[src/rtl/addr_signed_serial_ft.sv]
// rtl/addr_signed_serial_ft.sv - digit-serial signed adder with duplicated, cross-checked digit lane
module addr_signed_serial_ft #(
   parameter int W     = 8,
   parameter int D     = 2,
   parameter int CHECK = 1
) (
   input  logic         clk,
   input  logic         rst_n,
   input  logic         in_valid,
   output logic         in_ready,
   input  logic [W-1:0] in_a,
   input  logic [W-1:0] in_b,
   output logic         out_valid,
   input  logic         out_ready,
   output logic [W:0]   out_sum,
   output logic         out_err,
   output logic         busy
);

   localparam int N  = W / D;
   localparam int IW = (N > 1) ? $clog2(N) : 1;
   localparam logic [IW-1:0] LAST = IW'(N - 1);

   typedef enum logic [1:0] {
      S_IDLE,
      S_ADD,
      S_DONE
   } state_t;

   state_t        state;
   logic [W-1:0]  a_q;
   logic [W-1:0]  b_q;
   logic          c_q;
   logic [IW-1:0] idx;
   logic [W:0]    sum_q;
   logic          err_q;

   logic [D-1:0]  a_dig;
   logic [D-1:0]  b_dig;
   logic [D-1:0]  m_dig;
   logic          m_co;
   logic          mismatch;

   // Main lane: add the current digit pair plus the running carry
   always_comb begin
      a_dig         = a_q[idx*D +: D];
      b_dig         = b_q[idx*D +: D];
      {m_co, m_dig} = {1'b0, a_dig} + {1'b0, b_dig} + {{D{1'b0}}, c_q};
   end

   generate
      if (CHECK != 0) begin : g_shadow
         logic [W-1:0] sa_q;
         logic [W-1:0] sb_q;
         logic         sc_q;
         logic [D-1:0] s_dig;
         logic         s_co;

         // Shadow lane: same digit add from its own operand copy and carry
         always_comb begin
            {s_co, s_dig} = {1'b0, sa_q[idx*D +: D]} + {1'b0, sb_q[idx*D +: D]}
                          + {{D{1'b0}}, sc_q};
         end

         // Shadow operand and carry registers, loaded and advanced alongside the main lane
         always_ff @(posedge clk or negedge rst_n) begin
            if (!rst_n) begin
               sa_q <= '0;
               sb_q <= '0;
               sc_q <= 1'b0;
            end else begin
               if (state == S_IDLE && in_valid && in_ready) begin
                  sa_q <= in_a;
                  sb_q <= in_b;
                  sc_q <= 1'b0;
               end else if (state == S_ADD) begin
                  sc_q <= s_co;
               end
            end
         end

         assign mismatch = (s_dig != m_dig) || (s_co != m_co);
      end else begin : g_noshadow
         assign mismatch = 1'b0;
      end
   endgenerate

   // Transaction FSM with registered handshake outputs and result assembly
   always_ff @(posedge clk or negedge rst_n) begin
      if (!rst_n) begin
         state     <= S_IDLE;
         a_q       <= '0;
         b_q       <= '0;
         c_q       <= 1'b0;
         idx       <= '0;
         sum_q     <= '0;
         err_q     <= 1'b0;
         in_ready  <= 1'b1;
         out_valid <= 1'b0;
         busy      <= 1'b0;
      end else begin
         case (state)
            S_IDLE: begin
               if (in_valid && in_ready) begin
                  a_q      <= in_a;
                  b_q      <= in_b;
                  c_q      <= 1'b0;
                  idx      <= '0;
                  err_q    <= 1'b0;
                  in_ready <= 1'b0;
                  busy     <= 1'b1;
                  state    <= S_ADD;
               end
            end
            S_ADD: begin
               sum_q[idx*D +: D] <= m_dig;
               c_q               <= m_co;
               err_q             <= err_q | mismatch;
               if (idx == LAST) begin
                  // carry out of the top bit completes the sign extension
                  sum_q[W]  <= a_q[W-1] ^ b_q[W-1] ^ m_co;
                  idx       <= '0;
                  out_valid <= 1'b1;
                  state     <= S_DONE;
               end else begin
                  idx <= idx + 1'b1;
               end
            end
            S_DONE: begin
               if (out_ready) begin
                  out_valid <= 1'b0;
                  in_ready  <= 1'b1;
                  busy      <= 1'b0;
                  state     <= S_IDLE;
               end
            end
            default: begin
               in_ready  <= 1'b1;
               out_valid <= 1'b0;
               busy      <= 1'b0;
               state     <= S_IDLE;
            end
         endcase
      end
   end

   assign out_sum = sum_q;
   assign out_err = (CHECK != 0) ? err_q : 1'b0;

endmodule

[config.mk]
export PLATFORM = sky130hd
export DESIGN_NAME = addr_signed_serial_ft
export DESIGN_NICKNAME = d
export VERILOG_FILES = /design/src/rtl/addr_signed_serial_ft.sv
export SDC_FILE = /design/constraint.sdc
export NUM_CORES = 1
export LEC_CHECK = 0
export ABC_AREA = 0
export CORE_ASPECT_RATIO = 2
export CORE_MARGIN = 10
export CORE_UTILIZATION = 50
export DETAILED_ROUTE_END_ITERATION = 10
export PLACE_DENSITY = 0.81
export SKIP_CTS_REPAIR_TIMING = 1
export SLEW_MARGIN = 30
export SYNTH_ARGS = -nofsm -noshare
export SYNTH_HDL_FRONTEND = slang
export SYNTH_SLANG_ARGS = --single-unit
[constraint.sdc]
create_clock -name clk -period 2.94 [get_ports clk]
set_input_delay 0.294 -clock clk [delete_from_list [all_inputs] [get_ports clk]]
set_output_delay 0.294 -clock clk [all_outputs]
set_load 0.01 [all_outputs]
==> metrics.txt, run 1 <==
Initial DRC Count 83; Final Wtd Congestion 0.835; antenna diode count 0; Reg2Reg Setup Slack 250 ps; Rel. slew slack 0.576; vias per cell 5.27; syn_area_per_cell 10.5 um^2; port bufs 32; share of layout cells above drive strength 1 0.0720; synthesis warning total 0; TritonCTS buffer count 5; DIE WIDTH 69.3 um; Worst setup SP type flip-flop; sequential area share after synthesis 0.527; maximum vdd ir drop 0.769 mV; endpoints failing setup 0; H-tree depth 2; clock sinks 51; P_leak 1.41 nW; Tcrit/Tclk final 0.916; CTS clock-pin slew for the worst setup and hold paths 90 ps; Switching Share 0.385; Syn-to-layout area delta 18.7%; Worst-Skew Late Latency 300 ps; drt pass-1 iters 4; pre-CTS setup slack 257 ps; Finished Cell Area 2880 um^2; CTS tree built; I/O pins 33; Post-Syn Area 2430 um^2; most common cell after layout, fill and taps aside nand2_1; commonest non-fill, non-tap cells in the layout nand2_1, dfrtp_1, clkdlybuf4s50_1, inv_1, ha_1; Final nets 294; drt drc 0; max-cap violations 0; Crit Path Class reg2reg; Int Power 1.83 mW; status finished, violations left; f_max 371 MHz; post-placement cell count 311; CP top delay family adder cells; endpoints failing hold 5; Unique masters post-synth 32; Yosys reg bits 51; Post-Syn Instances 231; Detailed Place HPWL 3.63 mm; Hold Path Class in2async; pin count of the biggest net entering global routing 52; Wirelength per Cell 15.0 um; Reg power frac 0.396; gr usage total 0.118; clock share of power 0.137; vias in the first global route 1,811; total power 2.98 mW; setup slack after layout 248 ps; Crit path top cell by count fa_1; Final Util 0.620; Filler Cell Count 394; Vert. Die Dim 119 um; element type at the critical path end flip-flop; combinational share of power 0.467; required time of the critical path 3120 ps; via count 1,682; post-place instance area 2790 um^2; antenna violations before repair 0; antenna-violating nets left 0; total grt overflow 0; core area 4640 um^2; maximum clock insertion buffer count 2; syn nets 262; WHS -9.68 ps; CP Max Fanout 8; die area 8210 um^2; RSZ-0062 raised after global routing no; clk root buf clkbuf_8; final wirelength 4.79 mm; Pwr Density 1030 nW/um^2; Max Slew Vio Count 0; Crit path arrival time 2880 ps; Setup TNS 0 ps; non-filler instance count after layout 319; # rows 35; global-route wire length before repair 8.26 mm; Largest stage delay, worst path 570 ps; Initial Utilization 0.523; Setup Skew 7.31 ps; crit path cell chain mux4_2 -> fa_1 -> inv_1 -> fa_1 -> nand2b_1 -> o41ai_1; CP max-delay cell dfrtp_1; Worst Tran Pin Value 635 ps; Sw Pwr 1.15 mW; minimum clock period after layout 2690 ps; Crit path buffers/inverters 1; failing checks hold timing
[synth_stat cells, drive strengths merged]
| library cell | number | share of area |
|---|---|---|
| or4b | 1 | 0.0041 |
| a21oi | 2 | 0.0041 |
| xor2 | 3 | 0.011 |
| inv | 11 | 0.017 |
| ha | 7 | 0.036 |
| a32oi | 1 | 0.0036 |
| buf | 7 | 0.019 |
| nor2 | 2 | 0.0031 |
| a2bb2oi | 1 | 0.0036 |
| dfstp | 1 | 0.011 |
| nand3 | 5 | 0.010 |
| o21ai | 7 | 0.014 |
| nand3b | 4 | 0.012 |
| o31ai | 6 | 0.019 |
| dfrtp | 50 | 0.52 |
| o2bb2ai | 1 | 0.0036 |
| nor3 | 1 | 0.0021 |
| fa | 4 | 0.033 |
| xnor3 | 1 | 0.0093 |
| o22a | 1 | 0.0036 |
| mux4 | 8 | 0.080 |
| o41ai | 4 | 0.014 |
| nand2b | 4 | 0.010 |
| nand4bb | 1 | 0.0046 |
| nor4bb | 1 | 0.0041 |
| clkbuf | 4 | 0.0067 |
| nand2 | 93 | 0.14 |
[worst paths after layout]
check,from,end,cells past startpoint
setup / recovery,idx[0],out_sum[5],6
hold / removal,rst_n,b_q[5],1
setup reg to reg,idx[0],out_sum[5],6
hold reg to reg,a_q[3],a_q[3],2
max in group asynchronous,rst_n,g_shadow.sb_q[0],1
min in group clk,a_q[3],a_q[3],2
[sequential cells by signal, indices dropped and copies added (netlist names)]
name and flops:
a_q 8, b_q 8, busy 1, c_q 1
g_shadow.sa_q 8, g_shadow.sb_q 8, g_shadow.sc_q 1, idx 2
in_ready 1, out_err 1, out_sum 9, out_valid 1
state 2
[kinds of logic (layout without fill, tap and decap cells)]
logic type      count (synthesis)  in the layout  synth area share
mux                             8              8            0.0805
buf+inv                        22             55            0.0428
xor+xnor                        4              4            0.0201
fa+ha+maj                      11             11            0.0691
compound gates                 23             23            0.0660
simple gates                  112            112             0.195
flops                          51             51             0.527
[area by class of cell]
class / instances / area, um^2 / share of cell area
repair buffers: 36 / 348 / 0.121
inverters: 11 / 41.3 / 0.0143
multi-input cells: 158 / 1050 / 0.365
flip-flops and latches: 51 / 1280 / 0.444
well taps: 55 / 68.8 / 0.0239
clock inverters: 3 / 23.8 / 0.00826
clock buffers: 5 / 68.8 / 0.0239
[per-layer routing]
metal / up-vias / part of all wire / track usage
met5: - / 0 / 0
met3: 9 / 0.039 / 0.0318
li1: 834 / - / -
met1: 814 / 0.38 / 0.115
met4: 0 / 0.020 / 0.0557
met2: 25 / 0.56 / 0.220
[power by group through the flow]
stage | Sequential [mW] | Clock, mW | Combinational [mW]
3_3_place_gp | 1.19 | 0 | 1.31
2_1_floorplan | 1.14 | 0 | 1.02
3_5_place_dp | 1.20 | 0 | 1.39
5_1_grt | 1.22 | 0.445 | 1.57
6_report | 1.18 | 0.409 | 1.39
4_1_cts | 1.19 | 0.419 | 1.41
Note: power is estimated with default switching activity, not from simulation.
==> inputs of run 2 (changes only) <==
--- a/config.mk
+++ b/config.mk
@@ -9,6 +9,7 @@
 export CORE_ASPECT_RATIO = 2
 export CORE_MARGIN = 10
 export CORE_UTILIZATION = 50
+export CTS_CLUSTER_SIZE = 28
 export DETAILED_ROUTE_END_ITERATION = 10
 export PLACE_DENSITY = 0.81
 export SKIP_CTS_REPAIR_TIMING = 1
@@ -16,3 +17,4 @@
 export SYNTH_ARGS = -nofsm -noshare
 export SYNTH_HDL_FRONTEND = slang
 export SYNTH_SLANG_ARGS = --single-unit
+export TNS_END_PERCENT = 50
==> results of run 2 <==
Same layout as run 1: the final DEF is identical, and so are final timing and power.
==> inputs of run 3 (changes only) <==
--- a/config.mk
+++ b/config.mk
@@ -6,12 +6,13 @@
 export NUM_CORES = 1
 export LEC_CHECK = 0
 export ABC_AREA = 0
+export CAP_MARGIN = 25
 export CORE_ASPECT_RATIO = 2
 export CORE_MARGIN = 10
 export CORE_UTILIZATION = 50
-export CTS_CLUSTER_SIZE = 28
+export CTS_CLUSTER_SIZE = 40
 export DETAILED_ROUTE_END_ITERATION = 10
-export PLACE_DENSITY = 0.81
+export PLACE_DENSITY_LB_ADDON = 0.25
 export SKIP_CTS_REPAIR_TIMING = 1
 export SLEW_MARGIN = 30
 export SYNTH_ARGS = -nofsm -noshare
==> metrics.txt, run 3 (synthesized netlist as in run 1, its figures left out) <==
combinational share of power 0.454; total grt overflow 0; antenna diode count 0; clock sinks 51; FF-to-FF path depth 7; WP depth 7; CP Max Fanout 11; Hold Path Class in2async; Largest stage delay, worst path 560 ps; drt drc 0; Reg power frac 0.411; final wirelength 4.93 mm; Setup Skew 2.52 ps; Reg2Reg Setup Slack 330 ps; Int Power 1.82 mW; CP top delay family adder cells; post-placement cell count 312; most common cell after layout, fill and taps aside nand2_1; CTS tree built; element type at the critical path end flip-flop; TritonCTS buffer count 5; Final nets 295; # rows 35; crit path cell chain mux4_2 -> fa_1 -> inv_1 -> fa_1 -> xor2_1 -> nor3_1 -> o21ai_0; max-cap violations 0; Crit Path Class reg2reg; clock share of power 0.135; CP max-delay cell mux4_2; commonest non-fill, non-tap cells in the layout nand2_1, dfrtp_1, clkdlybuf4s50_1, inv_1, ha_1; Worst-Skew Late Latency 300 ps; status finished, violations left; Filler Cell Count 425; pin count of the biggest net entering global routing 39; f_max 383 MHz; drt pass-1 iters 4; maximum vdd ir drop 0.575 mV; total power 2.93 mW; Initial DRC Count 118; required time of the critical path 3120 ps; failing checks hold timing; Worst Tran Pin Value 613 ps; Setup TNS 0 ps; WHS -8.22 ps; core area 4640 um^2; port bufs 32; Max Slew Vio Count 0; via count 1,690; non-filler instance count after layout 320; antenna-violating nets left 0; Crit path arrival time 2790 ps; Pwr Density 1020 nW/um^2; CTS clock-pin slew for the worst setup and hold paths 90 ps; die area 8210 um^2; vias in the first global route 1,715; share of layout cells above drive strength 1 0.0755; Crit path top cell by count fa_1; max reg flops 9; vias per cell 5.28; P_leak 1.41 nW; Final Util 0.620; Crit path buffers/inverters 1; clk root buf clkbuf_8; Syn-to-layout area delta 18.6%; Vert. Die Dim 119 um; H-tree depth 2; DIE WIDTH 69.3 um; gr usage total 0.125; minimum clock period after layout 2610 ps; Switching Share 0.378; Tcrit/Tclk final 0.889; endpoints failing hold 8; Initial Utilization 0.523; global-route wire length before repair 8.36 mm; antenna violations before repair 0; RSZ-0062 raised after global routing no; Final Wtd Congestion 0.801; Wirelength per Cell 15.4 um; Rel. slew slack 0.591; Worst setup SP type flip-flop; Sw Pwr 1.11 mW; endpoints failing setup 0; maximum clock insertion buffer count 2; Detailed Place HPWL 3.73 mm; I/O pins 33
run 3: changes by cell type in the layout (fill, tap and decap cells not counted), sizes merged:
cell and delta:
clkbuf +1, clkinvlp -1, buf +1, inv -1
clkinv +1
run 3: area by class of cell:
| class | count | area, um^2 | share of cell area |
|---|---|---|---|
| clock buffer | 6 | 72.6 | 0.0252 |
| clock inverter | 2 | 12.5 | 0.00435 |
| inverter | 11 | 41.3 | 0.0143 |
| multi-input combinational | 158 | 1050 | 0.365 |
| sequential | 51 | 1280 | 0.444 |
| tap | 55 | 68.8 | 0.0239 |
| timing repair buffer | 37 | 353 | 0.123 |
run 3: stage by stage:
stage	setup slack (ps)	instance area [um^2]
2_1_floorplan	309	2430
3_3_place_gp	205	2790
3_5_place_dp	166	2790
4_1_cts	155	2880
5_1_grt	176	2880
6_report	327	2880
run 3: path summary, 6_finish.rpt:
check	startpoint	endpoint
setup reg to reg	idx[0]	out_err
hold reg to reg	a_q[3]	a_q[3]
max in group asynchronous	rst_n	g_shadow.sc_q
min in group clk	a_q[3]	a_q[3]
setup / recovery	idx[0]	out_err
hold / removal	rst_n	busy
run 3: power by group through the flow:
stage	clock network, mW	logic (mW)	registers [mW]
floorplan	0	1.02	1.14
global placement	0	1.30	1.22
detailed placement	0	1.34	1.22
CTS	0.408	1.35	1.21
global route	0.436	1.52	1.24
finish	0.395	1.33	1.20
run 3: per-layer routing:
layer  routed length (um)  track usage  share of wire  up-vias
li1                     -            -              -      833
met1                 1880        0.131           0.38      816
met2                 2790        0.227           0.57       34
met3                  165       0.0268          0.034        7
met4                   92       0.0557          0.019        0
met5                    0            0              0        -
